<file path="config.mk">
export PLATFORM = sky130hd
export DESIGN_NAME = wb_mem_arbiter
export DESIGN_NICKNAME = d
export VERILOG_FILES = /design/src/rtl/wb_mem_arbiter.sv
export SDC_FILE = /design/constraint.sdc
export NUM_CORES = 1
export LEC_CHECK = 0
export BUFFER_PORTS_ARGS = -buffer_cell sky130_fd_sc_hd__buf_2
export CORE_AREA = 2 2 177 179
export CTS_CLUSTER_SIZE = 28
export DETAILED_ROUTE_END_ITERATION = 10
export DIE_AREA = 0 0 179 181
export GPL_TIMING_DRIVEN = 0
export MAX_ROUTING_LAYER = met4
export SYNTH_ARGS = -nofsm -noshare
export SYNTH_HDL_FRONTEND = slang
export SYNTH_SLANG_ARGS = --single-unit
</file>
<file path="constraint.sdc">
create_clock -name wb_clk_i -period 2.6 [get_ports wb_clk_i]
set_input_delay 0.65 -clock wb_clk_i [delete_from_list [all_inputs] [get_ports wb_clk_i]]
set_output_delay 0.65 -clock wb_clk_i [all_outputs]
set_load 0.01 [all_outputs]
</file>
<file path="src/rtl/wb_mem_arbiter.sv">
// Three-master round-robin Wishbone B3 arbiter in front of a single RAM slave.
// Optional bus watchdog with ABORT state is enabled by defining WB_ARB_WATCHDOG_EN.
module wb_mem_arbiter #(
   parameter int AW      = 32,
   parameter int DW      = 32,
   parameter int TIMEOUT = 255
) (
   input  logic                  wb_clk_i,
   input  logic                  wb_rst_n_i,
   input  logic [3*AW-1:0]       m_adr_i,
   input  logic [3*DW-1:0]       m_dat_i,
   input  logic [3*(DW/8)-1:0]   m_sel_i,
   input  logic [2:0]            m_we_i,
   input  logic [2:0]            m_cyc_i,
   input  logic [2:0]            m_stb_i,
   input  logic [8:0]            m_cti_i,
   input  logic [5:0]            m_bte_i,
   output logic [3*DW-1:0]       m_dat_o,
   output logic [2:0]            m_ack_o,
   output logic [2:0]            m_err_o,
   output logic [2:0]            m_rty_o,
   output logic [AW-1:0]         s_adr_o,
   output logic [DW-1:0]         s_dat_o,
   output logic [DW/8-1:0]       s_sel_o,
   output logic                  s_we_o,
   output logic                  s_cyc_o,
   output logic                  s_stb_o,
   output logic [2:0]            s_cti_o,
   output logic [1:0]            s_bte_o,
   input  logic [DW-1:0]         s_dat_i,
   input  logic                  s_ack_i,
   input  logic                  s_err_i,
   input  logic                  s_rty_i,
   output logic [2:0]            grant_o
);

   localparam int SW = DW / 8;

`ifdef WB_ARB_WATCHDOG_EN
   typedef enum logic [1:0] {IDLE, BUSY, ABORT} state_t;
`else
   typedef enum logic [1:0] {IDLE, BUSY} state_t;
`endif

   state_t      state_reg, state_next;
   logic [2:0]  grant_reg, grant_next;
   logic [1:0]  gidx_reg, gidx_next;
   logic [1:0]  last_reg, last_next;
   logic        busy;
   logic        wd_hit;

   logic [AW-1:0] adr_arr [3];
   logic [DW-1:0] dat_arr [3];
   logic [SW-1:0] sel_arr [3];
   logic [2:0]    cti_arr [3];
   logic [1:0]    bte_arr [3];

   genvar gi;
   generate
      for (gi = 0; gi < 3; gi++) begin : g_slice
         assign adr_arr[gi] = m_adr_i[gi*AW +: AW];
         assign dat_arr[gi] = m_dat_i[gi*DW +: DW];
         assign sel_arr[gi] = m_sel_i[gi*SW +: SW];
         assign cti_arr[gi] = m_cti_i[gi*3 +: 3];
         assign bte_arr[gi] = m_bte_i[gi*2 +: 2];
         assign m_dat_o[gi*DW +: DW] = busy ? s_dat_i : '0;
      end
   endgenerate

   // Round-robin search order starts just after the last released master.
   logic [1:0] ord [3];
   logic [1:0] pick;
   logic       found;

   always_comb begin
      case (last_reg)
         2'd0:    ord = '{2'd1, 2'd2, 2'd0};
         2'd1:    ord = '{2'd2, 2'd0, 2'd1};
         default: ord = '{2'd0, 2'd1, 2'd2};
      endcase
      pick  = 2'd0;
      found = 1'b0;
      for (int k = 0; k < 3; k++) begin
         if (!found && m_cyc_i[ord[k]]) begin
            found = 1'b1;
            pick  = ord[k];
         end
      end
   end

   assign busy = (state_reg == BUSY);

`ifdef WB_ARB_WATCHDOG_EN
   logic [15:0] cnt_reg, cnt_next;
   logic        stalled;
   logic        resp;

   assign resp    = s_ack_i | s_err_i | s_rty_i;
   assign stalled = busy & s_stb_o & ~resp;
   assign wd_hit  = stalled && (cnt_reg == 16'(TIMEOUT - 1));

   always_comb begin
      cnt_next = cnt_reg;
      if (state_next != BUSY || resp)
         cnt_next = '0;
      else if (stalled)
         cnt_next = cnt_reg + 16'd1;
   end

   always_ff @(posedge wb_clk_i or negedge wb_rst_n_i) begin
      if (!wb_rst_n_i)
         cnt_reg <= '0;
      else
         cnt_reg <= cnt_next;
   end
`else
   localparam logic [15:0] TO_V = 16'(TIMEOUT);
   logic unused_timeout;

   // Keeps TIMEOUT referenced in builds without the watchdog.
   assign unused_timeout = ^TO_V;
   assign wd_hit = 1'b0;
`endif

   always_comb begin
      state_next = state_reg;
      grant_next = grant_reg;
      gidx_next  = gidx_reg;
      last_next  = last_reg;
      case (state_reg)
         IDLE: begin
            if (found) begin
               grant_next = 3'b001 << pick;
               gidx_next  = pick;
               state_next = BUSY;
            end
         end
         BUSY: begin
            if (!m_cyc_i[gidx_reg]) begin
               state_next = IDLE;
               grant_next = 3'b000;
               last_next  = gidx_reg;
            end else if (wd_hit) begin
`ifdef WB_ARB_WATCHDOG_EN
               state_next = ABORT;
`endif
            end
         end
`ifdef WB_ARB_WATCHDOG_EN
         ABORT: begin
            if (!m_cyc_i[gidx_reg]) begin
               state_next = IDLE;
               grant_next = 3'b000;
               last_next  = gidx_reg;
            end
         end
`endif
         default: begin
            state_next = IDLE;
            grant_next = 3'b000;
         end
      endcase
   end

   always_ff @(posedge wb_clk_i or negedge wb_rst_n_i) begin
      if (!wb_rst_n_i) begin
         state_reg <= IDLE;
         grant_reg <= 3'b000;
         gidx_reg  <= 2'd0;
         last_reg  <= 2'd2;
      end else begin
         state_reg <= state_next;
         grant_reg <= grant_next;
         gidx_reg  <= gidx_next;
         last_reg  <= last_next;
      end
   end

   assign grant_o = grant_reg;

   assign s_cyc_o = busy & m_cyc_i[gidx_reg];
   assign s_stb_o = busy & m_stb_i[gidx_reg];
   assign s_we_o  = busy & m_we_i[gidx_reg];
   assign s_adr_o = busy ? adr_arr[gidx_reg] : '0;
   assign s_dat_o = busy ? dat_arr[gidx_reg] : '0;
   assign s_sel_o = busy ? sel_arr[gidx_reg] : '0;
   assign s_cti_o = busy ? cti_arr[gidx_reg] : '0;
   assign s_bte_o = busy ? bte_arr[gidx_reg] : '0;

   assign m_ack_o = busy ? (grant_reg & {3{s_ack_i}}) : 3'b000;
   assign m_err_o = busy ? (grant_reg & {3{s_err_i | wd_hit}}) : 3'b000;
   assign m_rty_o = busy ? (grant_reg & {3{s_rty_i}}) : 3'b000;

endmodule

</file>
==> impl_summary.log, run 1 <==
INFO  metric max-clock-path-buffers = 2
INFO  metric global_route_wire_length_before_repair = 26500 microns
INFO  metric dp_hpwl = 16600 microns
INFO  metric finalWirelength = a little under 20000 microns
INFO  metric report.final.slew_viol_count = 0
INFO  metric grt_remaining_overflow = 0
INFO  metric post-layout-total-power = about 5.7 mW
INFO  metric cellInternalPower = 2.62 mW
INFO  metric n_antenna_cell = 0
INFO  metric grt_pass1_vias = 4579
INFO  metric cts_htree_levels = 1
INFO  metric cp_max_fo = 10
INFO  metric power_frac_seq = 0.045
INFO  metric worst_pin_slew = roughly 0.53 ns
INFO  metric clk-insertion-delay-late = 0.24 ns
INFO  metric hold_buf_count_cts = 0
INFO  metric postSynthAreaPerCell = 6.27 sq um
INFO  metric yosys.cell_types.count = 31
INFO  metric route.detailed.vias_per_inst = around 3.7
INFO  metric track_usage = 0.111
INFO  metric cts_root_buf = clkbuf_16
INFO  metric hold_viol_final = 0
INFO  metric min-delay-path-class = input pin to asynchronous set/reset pin
INFO  metric synthesis.instances = 496
INFO  metric worst_clock_skew = 0.00579 ns
INFO  metric largest_register_ff_count = 3
INFO  metric critical_path_required = 1.95 ns
INFO  metric clk_pin_slew_worst_paths = 0.04 ns
INFO  metric postRouteAntennaNets = 0
INFO  metric post_route_cells_drive_above_1_share = 0.579
INFO  metric power.share.combinational = 0.908
INFO  metric number_of_buffers_inserted_to_repair_setup_after_cts = 0
INFO  metric critical_path.startpoint_type = flip-flop
INFO  metric floorplan.die_area = 32400 sq um
INFO  metric clkSinkCount = 8
INFO  metric ctsResizeCount = 12
INFO  metric final_net_count = 1212
INFO  metric tritoncts = done
INFO  metric endpoint_kind = primary output
INFO  metric grt_antenna_before_repair = 2
INFO  metric cp.arrival = 1.78 ns
INFO  metric die_y = 181 microns
INFO  metric fp-row-count = 64
INFO  metric synth.area.top_cells = mux2i_1 (24%), nor2_1 (19%), buf_4 (18%)
INFO  metric swShare = 0.543
INFO  metric sequential_area_share_after_synthesis = 0.0648
INFO  metric cts-buffers-inserted = 3
INFO  metric multi_input_comb_area = between 2000 and 2500 sq um
INFO  metric place.port_buffers = 446
INFO  metric post-route-drc-count = 0
INFO  metric fillers = 3495
INFO  metric detail_route.first_pass.iterations = 4
INFO  metric fmax = 0.411 GHz
INFO  metric leakage = 3.47 nW
INFO  metric post-route-min-period = 2.43 ns
INFO  metric sequential_cell_area = 201 sq um
INFO  metric pin_count_of_the_biggest_net_entering_global_routing = 11
INFO  metric worstSetupPathType = flip-flop to primary output
INFO  metric setup-violations-final = 0
INFO  metric rsz0062_at_grt = no
INFO  metric synth.largest_area_cell = mux2i_1
INFO  metric finalWeightedCongestion = 0.869
INFO  metric power.switching = 3.11 mW
INFO  metric routedWlPerCell = 14.5 microns
INFO  metric initial_core_utilization = 0.102
INFO  metric max_slew_margin = 0.647
INFO  metric power.ir.vdd_worst = 0.000380 V
INFO  metric relative_contribution_of_the_clock_network_to_total_power = 0.047
INFO  metric drt_first_iter_violations = around 180
INFO  metric power.density = 961 nW/um^2
INFO  metric finalHoldWorstSlack = 0.249 ns
INFO  metric synthesis.nets = between 700 and 800
INFO  metric die_width = roughly 180 microns
INFO  metric area_delta_synth_final = 91.6%
INFO  metric yosys.area.top_type_share = 0.241
INFO  metric total_of_warnings_raised_by_yosys = 0
INFO  metric fin_crit_sh = 0.936
INFO  metric max_cap_viol_count = 0
INFO  metric route.vias.total = 5011
INFO  metric synth_area = 3110 sq um
INFO  metric boundaryPins = roughly 450
INFO  metric postSynthRegisterBits = 8
INFO  metric placeableCoreArea = 30300 sq um
INFO  metric run_status = complete, no violations
## cells in the final DEF (no fill, tap or decap), types with 2 or more instances in the layout
| cell type | count |
|---|---|
| buf_2 | 450 |
| nor2_1 | 154 |
| buf_4 | 78 |
| a21oi_1 | 77 |
| mux2i_1 | 75 |
| and2_1 | 32 |
| clkbuf_1 | 12 |
| and3_1 | 10 |
| nand2_1 | 7 |
| dfrtp_1 | 7 |
| clkbuf_2 | 6 |
| o21ai_0 | 6 |
| buf_6 | 3 |
| nor2b_1 | 3 |
| clkbuf_16 | 3 |
| clkbuf_4 | 2 |
| nand2b_1 | 2 |
| o22ai_1 | 2 |
## layout make-up
class	count	share of cell area
timing repair buffer	446	0.375
multi-input combinational	381	0.368
buffer	105	0.125
tap	396	0.0832
sequential	8	0.0338
clock buffer	4	0.0132
inverter	2	0.00168
## routing by layer
layer	vias to the layer above	share of wire	track usage
met5	-	0	-
met4	0	0.016	0.0195
met3	15	0.070	0.00316
met2	311	0.51	0.212
met1	2202	0.40	0.128
li1	2483	-	-
## cells in the mapped netlist (all sizes together)
cell type and instances:
and3 10, buf 87, nand3 1, a32oi 1, nor2 154, nor3 1
nand2b 2, a21oi 77, o2bb2ai 1, a22oi 1, a31oi 1, dfstp 1
inv 2, nand2 7, mux2i 76, o22ai 3, dfrtp 7, nor4 1
a221o 1, nand3b 1, nor2b 4, o21ai 6, and2 32, o21a 1
clkbuf 18
## critical path, stage by stage (launching register included)
cell     delay [ns]
dfrtp_1        0.36
buf_6          0.17
nor2b_2        0.18
buf_6          0.21
buf_4          0.21
a21oi_1        0.10
nor2_1         0.15
buf_2          0.16
## power by group through the flow
stage	Combinational (mW)	Sequential, mW	Clock [mW]
global placement	5.19	0.253	0
global route	5.73	0.268	0.285
CTS	5.29	0.255	0.271
finish	5.20	0.256	0.272
detailed placement	5.23	0.256	0
floorplan	3.14	0.244	0
## logic make-up after synthesis
family | synth area share
flops | 0.0648
buf+inv | 0.231
simple gates | 0.299
mux | 0.249
compound gates | 0.157
## worst paths after layout
kind	from	to	slack, ns	cells after the start
min in group wb_clk_i	last_reg[1]	last_reg[1]	0.51	1
min	wb_rst_n_i	grant_o[0]	0.25	1
max	gidx_reg[1]	s_dat_o[16]	0.17	7
min reg2reg	last_reg[1]	last_reg[1]	0.51	1
max reg2reg	gidx_reg[1]	grant_o[0]	1.17	4
max in group asynchronous	wb_rst_n_i	last_reg[1]	2.10	1
## stage by stage
step                      area, sq um  utilization  setup WS (ns)  std cells  TNS (ns)
after floorplan                  3110            -          0.760        496         0
after CTS                        5940        0.196         0.0102       1342         0
after global routing             5960        0.196         0.0250       1342         0
final                            5960        0.196          0.166       1342         0
after global placement           5840        0.192        -0.0647       1338    -0.106
after detailed placement         5840        0.192        -0.0567       1338    -0.196
(Power assumes the default switching activity.)
==> run 2, diff against run 1 <==
- BUFFER_PORTS_ARGS: -buffer_cell sky130_fd_sc_hd__buf_2 -> -buffer_cell sky130_fd_sc_hd__buf_4
==> run 2 against run 1 <==
Core utilization is 3.7 points higher; sequential cell count unchanged; register-to-register slack is essentially flat; critical path type unchanged; routed wire length increased by 4.4%; power rose by 13%.
==> impl_summary.log, run 2 (synthesized netlist as in run 1, its figures left out) <==
INFO  metric detail_route.wirelength.met1 = 7750 microns (was 7770 microns)
INFO  metric fin_crit_sh = 0.936 (about the same)
INFO  metric n_antenna_cell = 0 (unchanged)
INFO  metric finalWirelength = 20300 microns (was 19500 microns)
INFO  metric die_width = 179 microns (unchanged)
INFO  metric boundaryPins = 449 (unchanged)
INFO  metric clk-insertion-delay-late = 0.23 ns (was 0.24 ns)
INFO  metric endpoint_kind = primary output (unchanged)
INFO  metric route.met2.wl = 10400 microns (was 10000 microns)
INFO  metric setup-violations-final = 0 (unchanged)
INFO  metric grt_pass1_vias = 4943 (was 4579)
INFO  metric most_used_cells_in_the_layout_excluding_fill_and_tap_cells = buf_4 (523), nor2_1 (154), a21oi_1 (77) (was buf_2 (450), nor2_1 (154), buf_4 (78))
INFO  metric cts_root_buf = clkbuf_16 (unchanged)
INFO  metric multi_input_comb_area = 2190 sq um (unchanged)
INFO  metric highest_layer = met4 (unchanged)
INFO  metric power.density = 917 nW/um^2 (was 961 nW/um^2)
INFO  metric clkSinkCount = 8 (unchanged)
INFO  metric post_dp_cell_area = 6950 sq um (was 5840 sq um)
INFO  metric fp-row-count = 64 (unchanged)
INFO  metric finalWeightedCongestion = 0.875 (was 0.869)
INFO  metric min-delay-path-class = input pin to asynchronous set/reset pin (unchanged)
INFO  metric worst_pin_slew = 0.548 ns (was 0.530 ns)
INFO  metric post-route-drc-count = 0 (unchanged)
INFO  metric hold_viol_final = 0 (unchanged)
INFO  metric cp.arrival = 1.78 ns (about the same)
INFO  metric max_slew_margin = 0.634 (was 0.647)
INFO  metric fin_area = 7070 sq um (was 5960 sq um)
INFO  metric cp_max_fo = 10 (unchanged)
INFO  metric drt_first_iter_violations = 139 (was 184)
INFO  metric placeableCoreArea = 30300 sq um (unchanged)
INFO  metric commonest_non_fill_non_tap_cell_in_the_layout = buf_4 (was buf_2)
INFO  metric dp_hpwl = 17300 microns (was 16600 microns)
INFO  metric pin_count_of_the_biggest_net_entering_global_routing = 20 (was 11)
INFO  metric post_route_cells_drive_above_1_share = 0.580 (was 0.579)
INFO  metric sequential_cell_area = 201 sq um (unchanged)
INFO  metric initial_core_utilization = 0.102 (unchanged)
INFO  metric area_delta_synth_final = 127% (was 91.6%)
INFO  metric run_status = complete, no violations (unchanged)
INFO  metric final_net_count = 1211 (was 1212)
INFO  metric detail_route.first_pass.iterations = 4 (unchanged)
INFO  metric cts_htree_levels = 1 (unchanged)
INFO  metric tritoncts = done (unchanged)
INFO  metric grt_antenna_before_repair = 1 (was 2)
INFO  metric post-route-min-period = 2.43 ns (about the same)
INFO  metric floorplan.die_area = 32400 sq um (unchanged)
INFO  metric postRouteAntennaNets = 0 (unchanged)
INFO  metric critical_path.startpoint_type = flip-flop (unchanged)
INFO  metric die_y = 181 microns (unchanged)
INFO  metric routed-wl-met3 = 1720 microns (was 1370 microns)
INFO  metric route.detailed.vias_per_inst = 3.80 (was 3.73)
INFO  metric place.port_buffers = 446 (unchanged)
INFO  metric global_route_wire_length_before_repair = 27800 microns (was 26500 microns)
INFO  metric max_cap_viol_count = 0 (unchanged)
INFO  metric fin_util = 0.233 (was 0.196)
INFO  metric report.final.slew_viol_count = 0 (unchanged)
INFO  metric worstSetupPathType = flip-flop to primary output (unchanged)
INFO  metric power.ir.vdd_worst = 0.000380 V (about the same)
INFO  metric critical_path_required = 1.95 ns (about the same)
INFO  metric rsz0062_at_grt = no (unchanged)
INFO  metric worst_clock_skew = 0.00255 ns (was 0.00579 ns)
INFO  metric routedWlPerCell = 15.2 microns (was 14.5 microns)
INFO  metric leakage = 3.77 nW (was 3.47 nW)
INFO  metric clk_pin_slew_worst_paths = 0.04 ns (about the same)
INFO  metric route.vias.total = 5100 (was 5011)
INFO  metric number_of_buffers_inserted_to_repair_setup_after_cts = 0 (unchanged)
INFO  metric cts-buffers-inserted = 3 (unchanged)
INFO  metric track_usage = 0.116 (was 0.111)
INFO  metric fillers = 3361 (was 3495)
INFO  metric grt_remaining_overflow = 0 (unchanged)
INFO  metric max-clock-path-buffers = 2 (unchanged)
INFO  metric largest_register_ff_count = 3 (unchanged)
INFO  metric fmax = 0.411 GHz (about the same)
-- run 2: final cells by class --
type	instances	share of cell area
plain buffers	104	0.105
multi-input cells	381	0.310
repair buffers	446	0.474
well taps	396	0.0701
clock buffers	4	0.0112
flip-flops and latches	8	0.0285
inverters	2	0.00106
-- run 2: metal layers --
metal	track usage	vias to the layer above
met5	-	-
met4	0.0345	0
met3	0.00989	23
met2	0.216	310
met1	0.129	2281
li1	-	2486
-- run 2: worst paths after layout --
| path | depth (start not counted) | slack, ns | startpoint | to |
|---|---|---|---|---|
| worst min-delay path | 1 | 0.23 | wb_rst_n_i | grant_o[0] |
| min in group wb_clk_i | 1 | 0.52 | last_reg[1] | last_reg[1] |
| worst max-delay path | 8 | 0.17 | gidx_reg[1] | s_sel_o[0] |
| max in group asynchronous | 1 | 2.16 | wb_rst_n_i | last_reg[1] |
| worst min register to register | 1 | 0.52 | last_reg[1] | last_reg[1] |
| worst max register to register | 4 | 1.17 | gidx_reg[1] | grant_o[0] |
-- run 2: power breakdown --
group          internal (mW)  switching [mW]  leakage (nW)
clock network          0.204          0.0589        0.0382
registers              0.185          0.0700        0.0998
logic                   2.89            3.07          3.63
-- run 2: what timing repair did --
item                                    in CTS  in global routing
cloned                                       0                  0
endpoints found under the setup margin      71                 45
gates resized for setup                      9                 13
hold buffers                                 0                  0
endpoints found under the hold margin        0                  0
-- run 2: worst max-delay path: stages, from the launching register on --
cell and delay (ns):
dfrtp_1 0.33, buf_6 0.21, buf_12 0.21, buf_6 0.19
mux2i_1 0.22, nor2_1 0.06, a21oi_1 0.13, nor2_1 0.06
buf_4 0.15
-- run 2: through the flow --
stage | setup WS (ns) | total power, mW | hold WS [ns] | TNS [ns] | instances
after global routing | 0.0228 | 7.05 | 0.227 | 0 | 1341
after detailed placement | -0.00285 | 6.26 | 0.473 | -0.00285 | 1338
after global placement | -0.0338 | 6.22 | 0.478 | -0.0624 | 1338
after CTS | 0.0154 | 6.57 | 0.228 | 0 | 1341
after floorplan | 0.760 | 3.39 | 0.354 | 0 | 496
final | 0.166 | 6.48 | 0.226 | 0 | 1341
